### src/rtl/seven_segment_scan_display_if.sv
// Bundle between the CPU display register side and the scanned seven-segment driver.
// master drives the display request, slave is the driver that produces the pin outputs.
interface seven_segment_scan_display_if #(
    parameter int NUM_DIGITS  = 4,
    parameter int BRIGHT_BITS = 4
);
    logic [4*NUM_DIGITS-1:0] value;
    logic                    load;
    logic [NUM_DIGITS-1:0]   blankMask;
    logic                    suppressZeros;
    logic [BRIGHT_BITS-1:0]  brightness;
    logic [6:0]              segments;
    logic [NUM_DIGITS-1:0]   digitEnable;
    logic                    frameTick;

    modport master (
        output value, load, blankMask, suppressZeros, brightness,
        input  segments, digitEnable, frameTick
    );

    modport slave (
        input  value, load, blankMask, suppressZeros, brightness,
        output segments, digitEnable, frameTick
    );
endinterface

### src/rtl/seven_segment_scan_display.sv
// Time-multiplexed hex display driver: double-buffered value, per-slot PWM brightness,
// dead time, per-digit blanking and leading-zero suppression, all outputs registered.
module seven_segment_scan_display #(
    parameter int NUM_DIGITS  = 4,
    parameter int REFRESH_DIV = 25000,
    parameter int DEAD_CYCLES = 4,
    parameter int BRIGHT_BITS = 4,
    parameter bit ACTIVE_LOW  = 1'b1
) (
    input  logic                         clk,
    input  logic                         rstN,
    seven_segment_scan_display_if.slave  bus
);
    localparam int DIV_W = (REFRESH_DIV > 1) ? $clog2(REFRESH_DIV) : 1;
    localparam int IDX_W = (NUM_DIGITS > 1) ? $clog2(NUM_DIGITS) : 1;
    localparam int VAL_W = 4 * NUM_DIGITS;

    function automatic logic [6:0] hex_decode(input logic [3:0] nib);
        logic [6:0] glyph;
        case (nib)
            4'h0:    glyph = 7'h3F;
            4'h1:    glyph = 7'h06;
            4'h2:    glyph = 7'h5B;
            4'h3:    glyph = 7'h4F;
            4'h4:    glyph = 7'h66;
            4'h5:    glyph = 7'h6D;
            4'h6:    glyph = 7'h7D;
            4'h7:    glyph = 7'h07;
            4'h8:    glyph = 7'h7F;
            4'h9:    glyph = 7'h6F;
            4'hA:    glyph = 7'h77;
            4'hB:    glyph = 7'h7C;
            4'hC:    glyph = 7'h39;
            4'hD:    glyph = 7'h5E;
            4'hE:    glyph = 7'h79;
            4'hF:    glyph = 7'h71;
            default: glyph = 7'h00;
        endcase
        return glyph;
    endfunction

    logic [DIV_W-1:0]       r_div_cnt;
    logic [IDX_W-1:0]       r_digit_idx;
    logic [BRIGHT_BITS-1:0] r_pwm_cnt;
    logic [VAL_W-1:0]       r_shadow;
    logic                   r_pending;
    logic [VAL_W-1:0]       r_shown;
    logic [BRIGHT_BITS-1:0] r_slot_bright;
    logic                   r_slot_blank;
    logic [6:0]             r_segments;
    logic [NUM_DIGITS-1:0]  r_digit_enable;
    logic                   r_frame_tick;

    logic                   w_slot_end;
    logic                   w_last_digit;
    logic                   w_frame_end;
    logic [IDX_W-1:0]       w_next_idx;
    logic                   w_zero_above;
    logic                   w_suppressed;
    logic                   w_lit;
    logic [VAL_W-1:0]       w_shifted;
    logic [6:0]             w_glyph;
    logic [6:0]             w_seg_on;
    logic [6:0]             w_seg_off;

    // Slot/frame boundary detection and next digit index.
    always_comb begin
        w_slot_end   = (r_div_cnt == DIV_W'(REFRESH_DIV - 1));
        w_last_digit = (r_digit_idx == IDX_W'(NUM_DIGITS - 1));
        w_frame_end  = w_slot_end && w_last_digit;
        if (w_last_digit) begin
            w_next_idx = '0;
        end else begin
            w_next_idx = r_digit_idx + IDX_W'(1);
        end
    end

    // A digit is a leading zero when it and every more significant nibble are zero.
    always_comb begin
        w_zero_above = 1'b1;
        w_suppressed = 1'b0;
        for (int i = NUM_DIGITS - 1; i >= 1; i--) begin
            w_zero_above = w_zero_above && (r_shown[4*i +: 4] == 4'h0);
            if (IDX_W'(i) == r_digit_idx) begin
                w_suppressed = w_zero_above && bus.suppressZeros;
            end else begin
                w_suppressed = w_suppressed;
            end
        end
    end

    // Lit decision and glyph selection for the digit currently in its slot.
    always_comb begin
        w_lit = (r_div_cnt >= DIV_W'(DEAD_CYCLES)) && (r_pwm_cnt <= r_slot_bright)
                && !r_slot_blank && !w_suppressed;
        w_shifted = r_shown >> (4 * 32'(r_digit_idx));
        w_glyph   = hex_decode(w_shifted[3:0]);
        if (ACTIVE_LOW) begin
            w_seg_on  = ~w_glyph;
            w_seg_off = 7'h7F;
        end else begin
            w_seg_on  = w_glyph;
            w_seg_off = 7'h00;
        end
    end

    // Scan counters and per-slot sampled brightness/blank.
    always_ff @(posedge clk or negedge rstN) begin
        if (!rstN) begin
            r_div_cnt     <= '0;
            r_digit_idx   <= '0;
            r_pwm_cnt     <= '0;
            r_slot_bright <= '0;
            r_slot_blank  <= 1'b1;
        end else begin
            r_pwm_cnt <= r_pwm_cnt + BRIGHT_BITS'(1);
            if (w_slot_end) begin
                r_div_cnt     <= '0;
                r_digit_idx   <= w_next_idx;
                r_slot_bright <= bus.brightness;
                r_slot_blank  <= bus.blankMask[w_next_idx];
            end else begin
                r_div_cnt <= r_div_cnt + DIV_W'(1);
            end
        end
    end

    // Double buffer: a same-cycle load at the frame boundary bypasses the shadow.
    always_ff @(posedge clk or negedge rstN) begin
        if (!rstN) begin
            r_shadow  <= '0;
            r_pending <= 1'b0;
            r_shown   <= '0;
        end else begin
            if (bus.load) begin
                r_shadow <= bus.value;
            end else begin
                r_shadow <= r_shadow;
            end
            if (w_frame_end && bus.load) begin
                r_shown   <= bus.value;
                r_pending <= 1'b0;
            end else if (w_frame_end && r_pending) begin
                r_shown   <= r_shadow;
                r_pending <= 1'b0;
            end else if (bus.load) begin
                r_pending <= 1'b1;
            end else begin
                r_pending <= r_pending;
            end
        end
    end

    // Registered pin outputs.
    always_ff @(posedge clk or negedge rstN) begin
        if (!rstN) begin
            r_segments     <= w_seg_off;
            r_digit_enable <= '0;
            r_frame_tick   <= 1'b0;
        end else begin
            r_frame_tick <= w_frame_end;
            if (w_lit) begin
                r_segments     <= w_seg_on;
                r_digit_enable <= NUM_DIGITS'(1) << r_digit_idx;
            end else begin
                r_segments     <= w_seg_off;
                r_digit_enable <= '0;
            end
        end
    end

    assign bus.segments    = r_segments;
    assign bus.digitEnable = r_digit_enable;
    assign bus.frameTick   = r_frame_tick;
endmodule

### src/flat_wrapper.sv
// flat-port wrapper written by rule: the top's interface ports become plain ports
module seven_segment_scan_display_flat 
#(
    parameter int NUM_DIGITS  = 4,
    parameter int REFRESH_DIV = 25000,
    parameter int DEAD_CYCLES = 4,
    parameter int BRIGHT_BITS = 4,
    parameter bit ACTIVE_LOW  = 1'b1
)
  (clk, rstN, bus_value, bus_load, bus_blankMask, bus_suppressZeros, bus_brightness, bus_segments, bus_digitEnable, bus_frameTick);
  seven_segment_scan_display_if #(.NUM_DIGITS(NUM_DIGITS), .BRIGHT_BITS(BRIGHT_BITS)) bus_i ();
  input  logic clk;
  input  logic rstN;
  input wire logic [$bits(bus_i.value)-1:0] bus_value;
  input wire logic [$bits(bus_i.load)-1:0] bus_load;
  input wire logic [$bits(bus_i.blankMask)-1:0] bus_blankMask;
  input wire logic [$bits(bus_i.suppressZeros)-1:0] bus_suppressZeros;
  input wire logic [$bits(bus_i.brightness)-1:0] bus_brightness;
  output wire logic [$bits(bus_i.segments)-1:0] bus_segments;
  output wire logic [$bits(bus_i.digitEnable)-1:0] bus_digitEnable;
  output wire logic [$bits(bus_i.frameTick)-1:0] bus_frameTick;
  assign bus_i.value = bus_value;
  assign bus_i.load = bus_load;
  assign bus_i.blankMask = bus_blankMask;
  assign bus_i.suppressZeros = bus_suppressZeros;
  assign bus_i.brightness = bus_brightness;
  assign bus_segments = bus_i.segments;
  assign bus_digitEnable = bus_i.digitEnable;
  assign bus_frameTick = bus_i.frameTick;
  seven_segment_scan_display #(.NUM_DIGITS(NUM_DIGITS), .REFRESH_DIV(REFRESH_DIV), .DEAD_CYCLES(DEAD_CYCLES), .BRIGHT_BITS(BRIGHT_BITS), .ACTIVE_LOW(ACTIVE_LOW)) u_core (.clk(clk), .rstN(rstN), .bus(bus_i));
endmodule
### config.mk
export PLATFORM = sky130hd
export DESIGN_NAME = seven_segment_scan_display_flat
export DESIGN_NICKNAME = d
export VERILOG_FILES = /design/src/rtl/seven_segment_scan_display_if.sv /design/src/rtl/seven_segment_scan_display.sv /design/src/flat_wrapper.sv
export SDC_FILE = /design/constraint.sdc
export NUM_CORES = 1
export LEC_CHECK = 0
export ABC_AREA = 1
export CORE_ASPECT_RATIO = 1.4
export CORE_UTILIZATION = 30
export DETAILED_ROUTE_END_ITERATION = 10
export PLACE_DENSITY_LB_ADDON = 0.08
export SYNTH_ARGS = -nofsm -noshare
export SYNTH_HDL_FRONTEND = slang
export SYNTH_SLANG_ARGS = --single-unit
export TNS_END_PERCENT = 10
### constraint.sdc
create_clock -name clk -period 4.36 [get_ports clk]
set_input_delay 0.872 -clock clk [delete_from_list [all_inputs] [get_ports clk]]
set_output_delay 0.872 -clock clk [all_outputs]
set_load 0.01 [all_outputs]
# Word level (Yosys, flattened, before mapping)
# Memories as Yosys holds them, arrays and structs flattened.
# Cells that the tools add are included.
# totals
ff_bits,71
memories,1
output_inout_bits,12
mem_bits_ro,112
# memory_table
name,depth,word_bits,rd,rd_ports_with_merged_regs,write_ports,line,source
(name not given),16,7,1,0,0,seven_segment_scan_display.sv:20,case (nib)
# classes
n_lt_le_gt_ge,3
n_bitwise,1
n_addsub,3
shifts,2
mux,14
reduce_logical,18
n_eq_ne,5
# ops
cell,count
16-bit two-way mux,2
16-bit by 4-bit >> shifter with 4-bit output,1
"15-bit by 1-bit adder with 15-bit output, second input constant",1
"15-bit == test, second input constant",1
"15-bit by 3-bit greater-or-equal comparator with 1-bit output, second input constant",1
15-bit two-way mux,1
4-bit zero test,3
1-bit logical AND,11
1-bit two-way mux,7
7-bit two-way mux,1
7-bit inverter,1
"4-bit by 1-bit adder with 4-bit output, second input constant",1
"2-bit == test, first input constant",2
4-bit less-or-equal comparator,1
4-bit two-way mux,1
"1-bit by 2-bit left shift with 4-bit output, first input constant",1
"2-bit by 3-bit less-than comparator with 1-bit output, second input constant",1
3-bit nonzero test,1
"2-bit by 1-bit adder with 2-bit output, second input constant",1
1-bit binary-select mux with 2-bit select,1
"1-bit by 2-bit == test with 1-bit output, first input constant",1
"2-bit == test, second input constant",1
1-bit zero test,2
2-bit two-way mux,1
2-bit nonzero test,1

# Longest topological paths before layout
# logic_depth
word_depth,8
depth_mapped,12
depth_no_buf,12

# Least setup slack after synthesis
# No wires, ideal clock.
# synth_timing
path_type,input -> register
startpoint,input bus_load
endpoint,register u_core.r_shown[13]
setup_time_ns,0.117
stages,7
t_arrival_ns,1.702
slack_ns,2.540
n_path_buf,2
cell_sequence,clkbuf_1 > nor2_1 > nor2_8 > inv_4 > buf_8 > nand2_1 > nand2_1
# synth_between
elab_chain_len,2
word_cells_on_any_way,3
# synth_lines
item,line,source
start: declaration,flat_wrapper.sv:15,input wire logic [$bits(bus_i.load)-1:0] bus_load;
1-bit logical AND (*),seven_segment_scan_display.sv:140,if (w_frame_end && bus.load) begin
16-bit two-way mux / 2-bit nonzero test (equally long branches),n/a,
end signal: assignment,seven_segment_scan_display.sv:141,r_shown <= bus.value;
end signal: assignment,seven_segment_scan_display.sv:144,r_shown <= r_shadow;
end: declaration,seven_segment_scan_display.sv:47,logic [VAL_W-1:0] r_shown;
# Mark *: on every way between the ends. The rest lies on a longest branch, timed or not.
# A chain may end at the register's enable or synchronous reset.

# Worst setup path after layout
# layout_timing
startpoint,register u_core.r_segments[2] (netlist: u_core.bus.segments[2])
endpoint,output bus_segments[2]
# layout_rtl
item,line,source
start: declaration,seven_segment_scan_display.sv:50,logic [6:0] r_segments;
start signal: assignment,seven_segment_scan_display.sv:157,r_segments <= w_seg_off;
start signal: assignment,seven_segment_scan_display.sv:163,r_segments <= w_seg_on;
start signal: assignment,seven_segment_scan_display.sv:166,r_segments <= w_seg_off;
end: declaration,flat_wrapper.sv:19,output wire logic [$bits(bus_i.segments)-1:0] bus_segments;
# No word-level cell between the ends.

==> results.sh <==
export IMPL_numCtsBuffers=9
export IMPL_final_util=0.372
export IMPL_fin_hold_ws_ps=474
export IMPL_vias_per_cell=4.51
export IMPL_antenna_found_initial=0
export IMPL_finalPower_mw=1.50
export IMPL_dpl_worst_slack_ps=1780
export IMPL_async_flop_share=1.00
export IMPL_port_buffer_count=39
export IMPL_drtIter0Drc=113
export IMPL_synth_edf_count=0
export IMPL_crit_path_start_kind="register"
export IMPL_post_drt_wl_per_cell_um=12.6
export IMPL_grt_pass1_vias=3217
export IMPL_rows=48
export IMPL_grt_ovfl_total=0
export IMPL_fin_crit_ps=2260
export IMPL_die_h_um=135
export IMPL_crit_fanout=1
export IMPL_post_cts_setup_buffers=0
export IMPL_syn_cell_area_um2=3790
export IMPL_crit_type="register to output pin"
export IMPL_cap_violations=0
export IMPL_fin_cells=693
export IMPL_ys_seq_area_frac=0.472
export IMPL_worstReg2RegEnd="u_core.r_shown[7]"
export IMPL_synth_cell_types=29
export IMPL_p_seq_frac=0.467
export IMPL_maxSlewHeadroom=0.319
export IMPL_critPathTopFamily="buffers and inverters"
export IMPL_gp_congestion=0.849
export IMPL_nNetsFinal=582
export IMPL_cts_tree="done"
export IMPL_rsz0062_at_grt="no"
export IMPL_ff2ff_setup_slack_ps=2300
export IMPL_first_pass_iters=6
export IMPL_start_util=0.308
export IMPL_critPathSlowestCell="clkdlybuf4s50_1"
export IMPL_hold_path_class="register to register"
export IMPL_syn_nets=540
export IMPL_crit_buf_inv=1
export IMPL_placed_area_um2=4310
export IMPL_syn_to_final_growth_pct=21.1
export IMPL_drive_above_1_share=0.0718
export IMPL_reg2regPathDepth=6
export IMPL_clock_sinks=71
export IMPL_layout_setup_ws_ps=2100
export IMPL_layout_commonest_cell="nand2_1"
export IMPL_p_int_mw=1.15
export IMPL_min_delay_start="u_core.r_shadow[8]"
export IMPL_combPwrFrac=0.076
export IMPL_clock_skew_ps=7.54
export IMPL_grt_max_degree=47
export IMPL_yosysWarnings=0
export IMPL_grt_pass1_wl_mm=15.5
export IMPL_grt_usage=0.150
export IMPL_htree_levels=3
export IMPL_netSwitchingFraction=0.231
export IMPL_status="finished clean"
export IMPL_required_ps=3490
export IMPL_endpoint_kind="output pin"
export IMPL_critPathMaxStageDelay_ps=530
export IMPL_slew_violations=0
export IMPL_ant_nets=0
export IMPL_core_region_area_um2=12300
export IMPL_synth_ff_type="dfrtp_1"
export IMPL_min_period_over_period=0.518
export IMPL_fin_tns_setup_ps=0
export IMPL_nFillCells=1294
export IMPL_die_w_um=96.9
export IMPL_cts_resized_gates=0
export IMPL_hold_buffers=0
export IMPL_wl_mm=8.72
export IMPL_setup_viol=0
export IMPL_worst_ep_arrival_time_ps=1380
export IMPL_r2r_start="u_core.r_digit_idx[0]"
export IMPL_p_clk_frac=0.457
export IMPL_power_density_nw_per_um2=327
export IMPL_final_cell_mix="nand2_1, inv_1, dfrtp_1, nor2_1, clkdlybuf4s50_1"
export IMPL_clock_latency_ps=340
export IMPL_dieArea_um2=13100
export IMPL_hold_violations=0
export IMPL_place_inst=677
export IMPL_vias=3125
export IMPL_antenna_cells=0
export IMPL_io_pins=40
export IMPL_timing_fmax_mhz=443
export IMPL_postSynthAreaPerCell_um2=7.63
export IMPL_netlist_instances=496
export IMPL_power_switching_mw=0.346
export IMPL_crit_chain="clkdlybuf4s50_1"
export IMPL_cts_clk_slew_worst_paths_ps=50
export IMPL_ys_ff_latch=71
export IMPL_vdd_drop_max_mv=0.170
export IMPL_leakage_nw=2.35
export IMPL_max_clock_path_buffers=2
export IMPL_dpl_hpwl_mm=6.58
export IMPL_drc=0
export IMPL_finish_instance_area_um2=4580
export IMPL_min_to="u_core.r_shadow[8]"
export IMPL_cts_root_buf="clkbuf_16"
export IMPL_worst_slew_pin_slew_ps=1020
export IMPL_worstHoldPathCells=2
routing by layer:
metal | vias to the layer above | wire length [um] | GRT usage
met5 | - | 0 | 0
met1 | 1430 | 3970 | 0.179
met4 | 0 | 172 | 0.0655
met3 | 11 | 310 | 0.0352
li1 | 1630 | - | -
met2 | 54 | 4270 | 0.255
power by group through the flow:
| stage | Sequential [mW] | Combinational [mW] | Clock, mW |
|---|---|---|---|
| 6_report | 0.700 | 0.114 | 0.685 |
| 5_1_grt | 0.702 | 0.134 | 0.734 |
| 4_1_cts | 0.700 | 0.118 | 0.708 |
| 3_5_place_dp | 0.711 | 0.117 | 0 |
| 3_3_place_gp | 0.712 | 0.116 | 0 |
| 2_1_floorplan | 0.712 | 0.0502 | 0 |
flip-flops by register name, indices dropped and copies added, names as in the netlist:
signal	count
u_core.r_slot_bright	4
u_core.r_digit_idx	2
u_core.r_slot_blank	1
u_core.bus.segments	7
u_core.bus.frameTick	1
u_core.bus.digitEnable	4
u_core.r_div_cnt	15
u_core.r_shown	16
u_core.r_pwm_cnt	4
u_core.r_pending	1
u_core.r_shadow	16
kinds of logic (layout without fill, tap and decap cells):
family / after synthesis / in the layout / share of synthesized area
compound gates: 38 / 38 / 0.0502
xor+xnor: 8 / 8 / 0.0185
simple gates: 275 / 275 / 0.311
fa+ha+maj: 16 / 16 / 0.0529
buf+inv: 88 / 135 / 0.0958
flops: 71 / 71 / 0.472
area by class of cell:
type | instances | area (um^2) | share of cell area
clock inverter | 4 | 20.0 | 0.00437
timing repair buffer | 41 | 400 | 0.0873
tap | 150 | 188 | 0.0409
sequential | 71 | 1790 | 0.390
multi-input combinational | 337 | 1640 | 0.357
inverter | 78 | 297 | 0.0647
clock buffer | 12 | 256 | 0.0559
Yosys cell counts, types with 2 or more instances:
master | instances | area [um^2]
nor2_2 | 2 | 12.5
nand2_2 | 3 | 18.8
buf_4 | 2 | 15.0
inv_1 | 72 | 270
a21oi_1 | 12 | 60.1
nand3_1 | 37 | 185
xor2_1 | 7 | 61.3
nand4_1 | 14 | 87.6
clkbuf_1 | 4 | 15.0
nand2_1 | 151 | 567
dfstp_2 | 8 | 210
ha_1 | 16 | 200
o21ai_0 | 26 | 130
nor3_1 | 7 | 35.0
inv_2 | 3 | 11.3
nor2_1 | 56 | 210
dfrtp_1 | 63 | 1580
buf_2 | 2 | 10.0
worst max-delay path by stage:
stage | startpoint | to | slack [ps] | cells past startpoint
6_report | u_core.bus.segments[2] | bus_segments[2] | 2100 | 1
5_1_grt | bus_load | u_core.r_shown[6] | 1910 | 6
4_1_cts | u_core.bus.segments[2] | bus_segments[2] | 2080 | 1
3_5_place_dp | bus_load | u_core.r_shown[7] | 1780 | 6
3_3_place_gp | bus_load | u_core.r_shown[2] | 1820 | 6
2_1_floorplan | bus_load | u_core.r_shown[13] | 2540 | 7
No activity file was read; power rests on OpenSTA's default activity.
